File: config.mk
export PLATFORM = sky130hd
export DESIGN_NAME = multi_watchdog
export DESIGN_NICKNAME = d
export VERILOG_FILES = /design/src/rtl/watchdog_pkg.sv /design/src/rtl/watchdog_channel.sv /design/src/rtl/multi_watchdog.sv
export SDC_FILE = /design/constraint.sdc
export NUM_CORES = 1
export LEC_CHECK = 0
export CORE_MARGIN = 8
export CORE_UTILIZATION = 50
export DETAILED_ROUTE_END_ITERATION = 6
export PLACE_DENSITY = 0.71
export SLEW_MARGIN = 5
export SYNTH_ARGS = -nofsm -noshare
export SYNTH_HDL_FRONTEND = slang
export SYNTH_SLANG_ARGS = --single-unit
File: constraint.sdc
create_clock -name ipClk -period 7.9 [get_ports ipClk]
set_clock_uncertainty 0.15 [all_clocks]
set_input_delay 0.79 -clock ipClk [delete_from_list [all_inputs] [get_ports ipClk]]
set_output_delay 0.79 -clock ipClk [all_outputs]
set_load 0.005 [all_outputs]
File: src/rtl/watchdog_pkg.sv
// Shared types and helpers for the multi-channel windowed watchdog.
// Channel FSM states and the ms-to-cycles conversion used at elaboration.
package watchdog_pkg;

  typedef enum logic [1:0] {
    DISABLED,
    WINDOW,
    OPEN,
    EXPIRED
  } wd_state_e;

  // Computed in 64 bits: the default 50 MHz * 100 ms product overflows 32 bits.
  function automatic int ms_to_cycles(input longint freq, input longint ms);
    return int'((freq * ms) / 64'd1000);
  endfunction

endpackage

File: src/rtl/watchdog_channel.sv
// One watchdog channel: kick pipeline, saturating down-counter and window FSM.
// Raises a sticky (or kick-cleared) timeout flag and an early-kick flag.
module watchdog_channel
  import watchdog_pkg::*;
#(
  parameter int T             = 10,
  parameter int W             = 0,
  parameter int EdgeSensitive = 1,
  parameter int Sticky        = 1
) (
  input  logic clk,
  input  logic reset,
  input  logic enable,
  input  logic kick_in,
  input  logic clear,
  output logic timeout,
  output logic early
);

  localparam int N = (T > 1) ? $clog2(T) : 1;
  localparam logic [N-1:0] RELOAD  = N'(T - 1);
  localparam logic [N-1:0] WIN_END = N'(T - 1 - W);

  wd_state_e      state_q, state_d;
  logic [N-1:0]   count_q, count_d;
  logic [N-1:0]   count_dec;
  logic [1:0]     kick_q;
  logic           kick;
  logic           timeout_d, early_d;
  logic           timeout_set, early_set, valid_kick, flag_drop;

  assign kick      = (EdgeSensitive != 0) ? (kick_q[0] & ~kick_q[1]) : kick_q[0];
  assign count_dec = count_q - N'(1);

  // NOTE: sequential state uses non-blocking assignments so every register
  // samples the pre-edge values, independent of statement order.
  always_ff @(posedge clk) begin
    if (reset) begin
      state_q <= DISABLED;
      count_q <= RELOAD;
      kick_q  <= 2'b00;
      timeout <= 1'b0;
      early   <= 1'b0;
    end else begin
      state_q <= state_d;
      count_q <= count_d;
      kick_q  <= {kick_q[0], kick_in};
      timeout <= timeout_d;
      early   <= early_d;
    end
  end

  // NOTE: every output of a combinational block gets a default first, so no
  // path through the case statement can infer a latch.
  always_comb begin
    state_d = state_q;
    count_d = count_q;
    if (!enable) begin
      state_d = DISABLED;
      count_d = RELOAD;
    end else begin
      case (state_q)
        DISABLED: begin
          state_d = OPEN;
          count_d = RELOAD;
        end
        WINDOW: begin
          if (kick) begin
            count_d = RELOAD;
          end else begin
            count_d = count_dec;
            if (count_dec == WIN_END) state_d = OPEN;
          end
        end
        OPEN: begin
          if (kick) begin
            count_d = RELOAD;
            state_d = (W > 0) ? WINDOW : OPEN;
          end else if (count_q == '0) begin
            state_d = EXPIRED;
          end else begin
            count_d = count_dec;
          end
        end
        EXPIRED: begin
          if (kick) begin
            count_d = RELOAD;
            state_d = OPEN;
          end
        end
        default: begin
          state_d = DISABLED;
          count_d = RELOAD;
        end
      endcase
    end
  end

  // Set events beat clears; a kick coinciding with Count==0 suppresses the timeout.
  always_comb begin
    timeout_set = enable && (state_q == OPEN) && (count_q == '0) && !kick;
    early_set   = enable && (state_q == WINDOW) && kick;
    valid_kick  = enable && kick && ((state_q == OPEN) || (state_q == EXPIRED));
    flag_drop   = clear || ((Sticky == 0) && valid_kick);
    timeout_d   = timeout_set | (timeout & ~flag_drop);
    early_d     = early_set | (early & ~flag_drop);
  end

endmodule

File: src/rtl/multi_watchdog.sv
// Multi-channel windowed watchdog: one watchdog_channel per kick source.
// opError summarises every channel's timeout and early flags for the reset sequencer.
module multi_watchdog
  import watchdog_pkg::*;
#(
  parameter int Clk_Frequency = 50000000,
  parameter int Timeout_ms    = 100,
  parameter int Window_ms     = 0,
  parameter int Channels      = 4,
  parameter int EdgeSensitive = 1,
  parameter int Sticky        = 1
) (
  input  logic                ipClk,
  input  logic                Reset,
  input  logic [Channels-1:0] ipEnable,
  input  logic [Channels-1:0] ipKick,
  input  logic                ipClear,
  output logic [Channels-1:0] opTimeout,
  output logic [Channels-1:0] opEarly,
  output logic                opError
);

  localparam int T = ms_to_cycles(Clk_Frequency, Timeout_ms);
  localparam int W = ms_to_cycles(Clk_Frequency, Window_ms);

  if (T < 2) begin : g_bad_timeout
    $error("multi_watchdog: timeout must be at least 2 cycles");
  end
  if (W >= T) begin : g_bad_window
    $error("multi_watchdog: early window must be shorter than the timeout");
  end
  if ((Channels < 1) || (Channels > 32)) begin : g_bad_channels
    $error("multi_watchdog: Channels must be in 1..32");
  end

  for (genvar i = 0; i < Channels; i++) begin : g_ch
    watchdog_channel #(
      .T             (T),
      .W             (W),
      .EdgeSensitive (EdgeSensitive),
      .Sticky        (Sticky)
    ) u_ch (
      .clk     (ipClk),
      .reset   (Reset),
      .enable  (ipEnable[i]),
      .kick_in (ipKick[i]),
      .clear   (ipClear),
      .timeout (opTimeout[i]),
      .early   (opEarly[i])
    );
  end

  assign opError = (|opTimeout) | (|opEarly);

endmodule
After elaboration in Yosys (flattened, before gate mapping) --
Index checks and enable logic that the tools add are counted.
Cells by class: add/subtract/negate cells 4, equality and inequality tests 36, mux-type cells 44, bitwise operators 30, reduce and logical (&&, ||, !) cells 46
Operator list (number):
- $mux W23 | 16
- $pmux W23 S4 | 4
- $eq A23 B23 Y1 const B | 4
- $logic_not A23 Y1 | 4
- $sub A23 B1 Y23 const B | 4
- $mux W2 | 20
- $pmux W2 S4 | 4
- $logic_and A1 B1 Y1 | 20
- $eq A2 B2 Y1 const B | 8
- $ne A2 B1 Y1 const B | 8
- $reduce_and A4 Y1 | 4
- $and A1 B1 Y1 | 12
- $ne A3 B1 Y1 const B | 4
- $ne A3 B2 Y1 const B | 4
- $not A1 Y1 | 9
- $or A1 B1 Y1 | 9
- $eq A2 B1 Y1 const B | 4
- $logic_not A2 Y1 | 4
- $ne A2 B2 Y1 const B | 4
- $reduce_and A2 Y1 | 4
- $reduce_or A2 Y1 | 4
- $reduce_or A4 Y1 | 2
- $logic_not A1 Y1 | 4
Storage, ports and cells: flip-flop bits (word level) 116, bits of input ports 11, output and inout bits 9, logic and storage cells 180

Logic depth before layout (Yosys ltp) --
Gate-level depths: netlist of the first run.
depth in word-level cells 5, gate-level depth with buffers 13, depth with buffers taken out 9

Hierarchy --
A second synthesis of the first run with hierarchy kept.
Second synthesis, totals: cells, all modules 987, area total of the unflattened synthesis 7533.5 µm²
Modules (own cells, without submodules):
- watchdog_channel at g_ch[2].u_ch ... | instances 2, cells each 252, area each 1930.6 µm², sequential area each 580.6 µm²
- watchdog_channel at g_ch[0].u_ch ... | instances 2, cells each 240, area each 1828.0 µm², sequential area each 580.6 µm²
- multi_watchdog | instances 1, cells each 3, area each 16.3 µm², sequential area each 0.0 µm²

Least setup slack after synthesis of the first run --
Ideal clock, no wire load.
kind register to register, start register g_ch[2].u_ch.count_q[0], end register g_ch[2].u_ch.state_q[0], setup time 123 ps, arrival 2751 ps, required time 7627 ps, setup slack 4876 ps, cell stages (with the launch flop) 12, path buffers 2, period minus slack after synthesis 3024 ps, cell sequence dfxtp_1 clkbuf_1 inv_1 ha_1 clkbuf_1 or3b_2 a2111o_1 a221oi_1 o2111ai_1 o41ai_1 o21ai_1 mux2i_1
Between the ends: longest elaborated chain between the ends 4, elaborated cells between the ends (all ways) 6, classes of those cells add/sub (1); eq/ne (3); reduce/logical (2)
Ends and longest elaborated chain:
- from (decl) | RTL line watchdog_channel.sv:25 | logic [N-1:0] count_q, count_d;
- from (signal assigned) | RTL line watchdog_channel.sv:46 | count_q <= count_d;
- $sub A23 B1 Y23 | RTL line watchdog_channel.sv:33 | assign count_dec = count_q - N'(1);
- $eq A23 B23 Y1 | RTL line watchdog_channel.sv:72 | if (count_dec == WIN_END) state_d = OPEN;
- $ne A2 B1 Y1 (no source line)
- $reduce_and A4 Y1 (no source line) *
- to (signal assigned) | RTL line watchdog_channel.sv:45 | state_q <= state_d;
- to (decl) | RTL line watchdog_channel.sv:24 | wd_state_e state_q, state_d;
Every way passes the cells marked *; elsewhere a longest branch is shown, timed or not. A chain may end at the register's enable or synchronous reset.

Worst setup path after layout of the first run --
start register g_ch[1].u_ch.count_q[0], end register g_ch[1].u_ch.count_q[12]
Between the ends: longest elaborated chain between the ends 4, elaborated cells between the ends (all ways) 8, classes of those cells add/sub (1); eq/ne (1); mux (4); reduce/logical (2)
Ends and longest elaborated chain:
- from (decl) | RTL line watchdog_channel.sv:25
- from (signal assigned) | RTL line watchdog_channel.sv:46
- $sub A23 B1 Y23 | RTL line watchdog_channel.sv:33
- $mux W23 | RTL line watchdog_channel.sv:79 | end else if (count_q == '0) begin
- $mux W23 | RTL line watchdog_channel.sv:76 | if (kick) begin
- $pmux W23 S4 | RTL line watchdog_channel.sv:62 | case (state_q)
Several ways; a longest one is shown, not always the timed one. The select of a mux whose other input is x is not followed.

==> metrics.md, run 1 <==
| Metric | Value |
|---|---|
| Clock slew at reported path FFs | 0.05 ns |
| Number of hold buffers added after CTS | 0 |
| Worst Setup Slack, final | 4.10 ns |
| Critical path arrival | 3.92 ns |
| Share of cells above drive strength 1 | 0.0619 |
| Post-placement cell area | 7440 um2 |
| Clk Tree Root Cell | clkbuf_16 |
| Part of the Yosys area used for sequential elements | 0.318 |
| First-pass GRT wire length | 31500 um |
| Switching Fraction | 0.230 |
| Most numerous cell in the Yosys netlist | dfxtp_1 |
| Worst-path maximum fanout | 14 |
| EDFF count, synth | 0 |
| WP data required | 8.02 ns |
| Crit-path cells | inv_1 > ha_1 > nor4b_1 > and2_1 > a41oi_1 > nor2_1 > nor2_1 > a31oi_1 > a311oi_1 |
| Top delay family on crit path | simple AND/OR/NAND/NOR gates |
| Largest net degree at the start of global routing | 21 |
| Fin crit share | 0.481 |
| Largest family of logic cells by synthesized area | simple AND/OR/NAND/NOR gates |
| Routability cong. | 0.883 |
| Pint | 0.00108 W |
| Post-Syn Area per Cell | 7.40 um2 |
| Crit Path Class | reg -> reg |
| CP dominant cell by count | nor2_1 |
| Initial drt markers | 736 |
| P_leak | 2.71 nW |
| Setup bufs post-CTS | 0 |
| Layout Nets | 989 |
| Longest Clk Path Bufs | 2 |
| Yosys cell types | 77 |
| Total Neg Setup Slack | 0 ns |
| Vias in the first global route | 6455 |
| CTS Sinks | 116 |
| Logic pwr share | 0.055 |
| Slowest library cell on the worst path | nor4b_1 |
| CP Capture Type | register |
| Final setup fails | 0 |
| CP Launch Type | register |
| Die height | 137 um |
| Post-route ant nets | 0 |
| Syn Inst Count | 986 |
| Final Cell Area | 7980 um2 |
| CTS buffer count | 17 |
| Congestion Overflow GR | 0 |
| Mapped cell area | 7300 um2 |
| Final cell count without fillers | 1153 |
| Row cnt | 44 |
| Vias per cell | 6.22 |
| Sequential share of power | 0.426 |
| Asr flop ratio synth | 0 |
| TritonCTS clock tree | yes |
| Worst-Margin Slew | 1.16 ns |
| PortBufs | 19 |
| Final hold violation count | 0 |
| DRC viols | 0 |
| Diodes inserted | 0 |
| Die area | 18700 um2 |
| Buffers & Inverters on Critical Path | 1 |
| Final Slew Violations | 0 |
| Number of instances in the placed design | 1123 |
| Psw | 0.000321 W |
| Via Count | 7172 |
| GRT Util Overall | 0.205 |
| Ys Warns | 0 |
| Max-Cap Viols | 0 |
| Pwr Density | 175 nW/um2 |
| Post-synthesis register bit count | 116 |
| Max H-tree Level | 4 |
| Hpwl dp | 12700 um |
| HP Class | reg -> reg |
| Adder-cell share of the synthesized area | 0.0343 |
| Post-synth top flop | dfxtp_1 |
| Peak supply drop | 0.000173 V |
| Initial antenna violation count | 0 |
| Pre-CTS WS | 4.28 ns |
| Ranking of synthesized cells by instance count | dfxtp_1, nor2_1, nand2_1, o21ai_0, a21oi_1 |
| Post-cts gate resize count | 0 |
| Total routed wirelength | 18800 um |
| Synth Area in Simple Gates | 0.337 |
| Synth top area share | 0.318 |
| I/O pins | 20 |
| Unrepaired setup endpoints after global routing | no |
| Synth area leader | dfxtp_1 |
| Synth Area in XOR/XNOR | 0.0108 |
| Die X | 137 um |
| Worst slew margin | 0.225 |
| F_max | 263 MHz |
| Outcome | finished, final reports clean |
| Final Critical Period | 3.80 ns |
| Worst-Skew Late Latency | 0.42 ns |
| Effective utilization at floorplan | 0.506 |
| Final Total Pwr | 0.00140 W |
| Initial DRT Pass Iterations | 5 |
| Mux contribution to synthesized area | 0.0113 |
| Slowest stage delay, CP | 0.76 ns |
| DR WL/cell | 16.3 um |
| Top post-synthesis cells by area | dfxtp_1, o21ai_0, nor2_1, nand2_1, a21oi_1 |
| Clock group share of total power | 0.519 |
| Synth Area in Compound Gates | 0.227 |
| Core area | 14400 um2 |
| Synthesis-to-finish area growth | 9.41% |
| Syn Nets | 1017 |
[through the flow]
stage | hold slack [ns] | utilization
after floorplan | 0.280 | -
after global placement | 0.289 | 0.516
after detailed placement | 0.293 | 0.516
after CTS | 0.308 | 0.554
after global routing | 0.338 | 0.554
final | 0.308 | 0.554
[flip-flops by register name (all words and copies together), names as in the netlist]
name and count:
g_ch.u_ch.count_q 92, g_ch.u_ch.early 4, g_ch.u_ch.kick_q 8, g_ch.u_ch.state_q 8, g_ch.u_ch.timeout 4
[final cells by class]
class / count / area (um2)
clock buffers: 25 / 495
clock inverters: 5 / 50.0
fillers: 1323 / 6440
inverters: 35 / 131
multi-input cells: 764 / 4530
flip-flops and latches: 116 / 2320
well taps: 184 / 230
repair buffers: 24 / 228
[worst register-to-register path: stages (launching register included)]
cell and delay [ns]:
dfxtp_1 0.36, inv_1 0.10, ha_1 0.28, nor4b_1 0.76, and2_1 0.41, a41oi_1 0.18, nor2_1 0.75, nor2_1 0.34
a31oi_1 0.26, a311oi_1 0.07
[layout by cell type (no fill, tap or decap), types with 5 or more instances in the layout]
master,count
o21ai_0,91
nor2b_1,23
or3_1,13
xnor2_1,8
and3_1,12
buf_4,5
o31ai_1,10
dfxtp_1,116
o41ai_1,6
clkbuf_16,17
and2_1,7
nand3_1,36
or2_2,7
nor3_1,43
nand2_1,92
nand4b_1,7
nand2b_1,12
o211ai_1,7
ha_1,20
a31oi_1,13
mux2i_1,6
nor4_1,30
nor2_1,100
nand3b_1,11
or4_1,15
o22ai_1,15
inv_1,35
a211oi_1,8
a21oi_1,68
nand4_1,14
clkdlybuf4s50_1,19
[routing by layer]
layer	track usage	vias up	share of wire
met3	0.0492	29	0.063
met1	0.270	3317	0.47
met2	0.320	256	0.45
li1	-	3570	-
met4	0.0742	0	0.017
met5	0	-	0
[kinds of logic (layout without fill, tap and decap cells)]
family | count (synthesis) | count (layout)
AND/OR/NAND/NOR | 458 | 458
AO/OA/AOI/OAI | 269 | 269
flip-flops | 116 | 116
buffers and inverters | 106 | 89
adder cells (fa/ha/maj) | 20 | 20
XOR/XNOR | 9 | 9
multiplexers | 8 | 8
[power by group through the flow]
stage	Sequential, W	Combinational (W)	Clock, W
final	0.000596	0.0000773	0.000726
after global routing	0.000596	0.0000846	0.000757
after CTS	0.000596	0.0000764	0.000733
after detailed placement	0.000608	0.0000758	0
after global placement	0.000608	0.0000751	0
after floorplan	0.000606	0.0000548	0
[path summary, 6_finish.rpt]
kind,end,cells after the start,startpoint,slack (ns)
max,g_ch[1].u_ch.count_q[12],9,g_ch[1].u_ch.count_q[0],4.10
min,g_ch[1].u_ch.count_q[17],2,g_ch[1].u_ch.count_q[17],0.31
max reg2reg,g_ch[1].u_ch.count_q[12],9,g_ch[1].u_ch.count_q[0],4.10
min reg2reg,g_ch[1].u_ch.count_q[17],2,g_ch[1].u_ch.count_q[17],0.31
No activity file was read; power rests on OpenSTA's default activity.
==> inputs of run 2 (changes only) <==
Clock period 7.9 ns to 3.7 ns, I/O delays scaled along.
==> run 2 against run 1 <==
Effect of this change: first-iteration DRC count is 2.3% lower; final cell count is 1.7% higher; flip-flop and latch count stayed put; critical path depth unchanged; die area is the same; worst setup slack worse by 3.7 ns; sequential share of layout area decreased by 0.67 points; core utilization increased by 1.3 points; register-to-register slack lost 3.7 ns; worst hold slack improved by 0.0014 ns; non-clock buffer count is 19 higher; largest power group unchanged.
==> metrics.md, run 2 (synthesis results as in run 1) <==
| Metric | Value |
|---|---|
| CP dominant cell by count | nor4_1 |
| Die X | 137 um (unchanged) |
| Pwr Density | 379 nW/um2 (+120%) |
| Peak supply drop | 0.000334 V (+93%) |
| Largest net degree at the start of global routing | 17 (-19%) |
| Clock slew at reported path FFs | 0.05 ns (about the same) |
| Fin crit share | 0.883 (+0.402) |
| Die height | 137 um (unchanged) |
| Cells on worst reg2reg path | 9 (unchanged) |
| Vias in the first global route | 6699 (+3.8%) |
| Crit-path cells | inv_1 > ha_1 > nor4b_1 > nand2_1 > nor4_1 > o211ai_1 > nor4_1 > o21ai_1 > mux2i_1 |
| Die area | 18700 um2 (unchanged) |
| Largest regs | g_ch.u_ch.count_q x92, g_ch.u_ch.kick_q x8, g_ch.u_ch.state_q x8 |
| WP data required | 3.85 ns (-4.17 ns) |
| Switching Fraction | 0.219 (-0.0107) |
| Max H-tree Level | 4 (unchanged) |
| Final Critical Period | 3.27 ns (-0.535 ns) |
| Hpwl dp | 12900 um (+1.8%) |
| Synthesis-to-finish area growth | 12.0% |
| First-pass GRT wire length | 32200 um (+2.4%) |
| Final Cell Area | 8170 um2 (+2.4%) |
| CTS buffer count | 17 (unchanged) |
| Reg-to-Reg End | g_ch[1].u_ch.state_q[0] |
| Post-placement cell area | 7580 um2 (+1.9%) |
| Congestion Overflow GR | 0 (unchanged) |
| Worst setup path startpoint | g_ch[1].u_ch.count_q[0] |
| CP Capture Type | register |
| Slowest stage delay, CP | 0.72 ns (-0.04 ns) |
| Worst flop-to-flop path startpoint | g_ch[1].u_ch.count_q[0] |
| Psw | 0.000677 W (+110%) |
| Via Count | 7228 (+0.78%) |
| PortBufs | 19 (unchanged) |
| Layout Nets | 1008 (+1.9%) |
| Pint | 0.00242 W (+120%) |
| TritonCTS clock tree | yes |
| Final Slew Violations | 0 (unchanged) |
| Total Neg Setup Slack | 0 ns (unchanged) |
| F_max | 306 MHz (+16%) |
| Critical path depth in cells | 9 (unchanged) |
| Worst-path maximum fanout | 7 (-7) |
| Top delay family on crit path | simple AND/OR/NAND/NOR gates |
| Commonest non-fill, non-tap cells in the layout | dfxtp_1, nor2_1, nand2_1, o21ai_0, a21oi_1 |
| Unrepaired setup endpoints after global routing | no |
| Routability cong. | 0.915 (+3.6%) |
| Setup bufs post-CTS | 0 (unchanged) |
| DR WL/cell | 16.1 um (-1.1%) |
| Final setup fails | 0 (unchanged) |
| Core area | 14400 um2 (unchanged) |
| Post-route ant nets | 0 (unchanged) |
| Row cnt | 44 (unchanged) |
| Number of hold buffers added after CTS | 0 (unchanged) |
| Worst-Margin Slew | 0.846 ns (-0.315 ns) |
| Clock group share of total power | 0.533 (+0.014) |
| Share of cells above drive strength 1 | 0.0799 (+0.0180) |
| I/O pins | 20 (unchanged) |
| Crit Path Class | reg -> reg |
| Clk Tree Root Cell | clkbuf_16 |
| Critical path arrival | 3.42 ns (-0.50 ns) |
| Largest register FFs | 92 (unchanged) |
| Slowest library cell on the worst path | nor4b_1 |
| P_leak | 2.83 nW (+4.2%) |
| Initial drt markers | 719 (-2.3%) |
| Hold Path Stages | 1 (-1) |
| Worst slew margin | 0.428 (+0.203) |
| Worst-Skew Late Latency | 0.42 ns (about the same) |
| Initial DRT Pass Iterations | 6 (+1) |
| Total routed wirelength | 18900 um (+0.58%) |
| Sequential share of power | 0.411 (-0.015) |
| Vias per cell | 6.16 (-0.94%) |
| R2r setup slk | 0.43 ns (-3.67 ns) |
| Setup crit end | g_ch[1].u_ch.state_q[0] |
| CTS Sinks | 116 (unchanged) |
| Buffers & Inverters on Critical Path | 1 (unchanged) |
| Effective utilization at floorplan | 0.506 (unchanged) |
| Diodes inserted | 0 (unchanged) |
| Most common cell after layout, fill and taps aside | dfxtp_1 |
| Longest Clk Path Bufs | 2 (unchanged) |
| CP Launch Type | register |
| HP Class | reg -> reg |
| Max-Cap Viols | 0 (unchanged) |
| Outcome | finished, final reports clean |
| Final hold violation count | 0 (unchanged) |
| Initial antenna violation count | 0 (unchanged) |
| DRC viols | 0 (unchanged) |
| GRT Util Overall | 0.208 (+0.00351) |
| Post-cts gate resize count | 0 (unchanged) |
| Biggest register | g_ch.u_ch.count_q |
| Logic pwr share | 0.056 (about the same) |
[run 2: cell count changes in the layout (fill, tap and decap cells not counted)]
cell	change
buf_4	+19
clkbuf_1	+1
clkbuf_8	+2
bufinv_16	+1
clkinv_2	-3
[run 2: area by class of cell]
| class | count | area, um2 |
|---|---|---|
| tap | 184 | 230 |
| clock inverter | 3 | 65.1 |
| multi-input combinational | 764 | 4530 |
| timing repair buffer | 43 | 370 |
| fill | 1349 | 6250 |
| sequential | 116 | 2320 |
| clock buffer | 28 | 527 |
| inverter | 35 | 131 |
[run 2: worst min-delay path by stage]
| stage | from | to | slack [ns] |
|---|---|---|---|
| 2_1_floorplan | g_ch[0].u_ch.kick_q[0] | g_ch[0].u_ch.kick_q[1] | 0.28 |
| 3_3_place_gp | g_ch[3].u_ch.kick_q[0] | g_ch[3].u_ch.kick_q[1] | 0.29 |
| 3_5_place_dp | g_ch[3].u_ch.kick_q[0] | g_ch[3].u_ch.kick_q[1] | 0.30 |
| 6_report | g_ch[3].u_ch.kick_q[0] | g_ch[3].u_ch.kick_q[1] | 0.31 |
| 5_1_grt | g_ch[0].u_ch.kick_q[0] | g_ch[0].u_ch.kick_q[1] | 0.33 |
| 4_1_cts | g_ch[3].u_ch.kick_q[0] | g_ch[3].u_ch.kick_q[1] | 0.31 |
[run 2: power groups by stage]
stage	sequential, W	combinational, W	clock (W)
after floorplan	0.00129	0.000117	0
after global placement	0.00130	0.000169	0
after detailed placement	0.00130	0.000169	0
after CTS	0.00127	0.000171	0.00168
after global routing	0.00127	0.000192	0.00173
final	0.00127	0.000173	0.00165
[run 2: metal layers]
metal | track usage | wire length [um] | up-vias
li1 | - | - | 3602
met1 | 0.265 | 8750 | 3348
met2 | 0.337 | 8700 | 247
met3 | 0.0510 | 1190 | 31
met4 | 0.0730 | 297 | 0
met5 | 0 | 0 | -
[run 2: stage by stage]
| stage | power, W | util | hold WS [ns] | std cells | worst slack, ns |
|---|---|---|---|---|---|
| 2_1_floorplan | 0.00141 | - | 0.280 | 986 | 0.676 |
| 3_3_place_gp | 0.00147 | 0.526 | 0.291 | 1142 | 0.570 |
| 3_5_place_dp | 0.00147 | 0.526 | 0.297 | 1142 | 0.539 |
| 4_1_cts | 0.00312 | 0.567 | 0.311 | 1173 | 0.485 |
| 5_1_grt | 0.00320 | 0.567 | 0.335 | 1173 | 0.189 |
| 6_report | 0.00310 | 0.567 | 0.309 | 1173 | 0.433 |
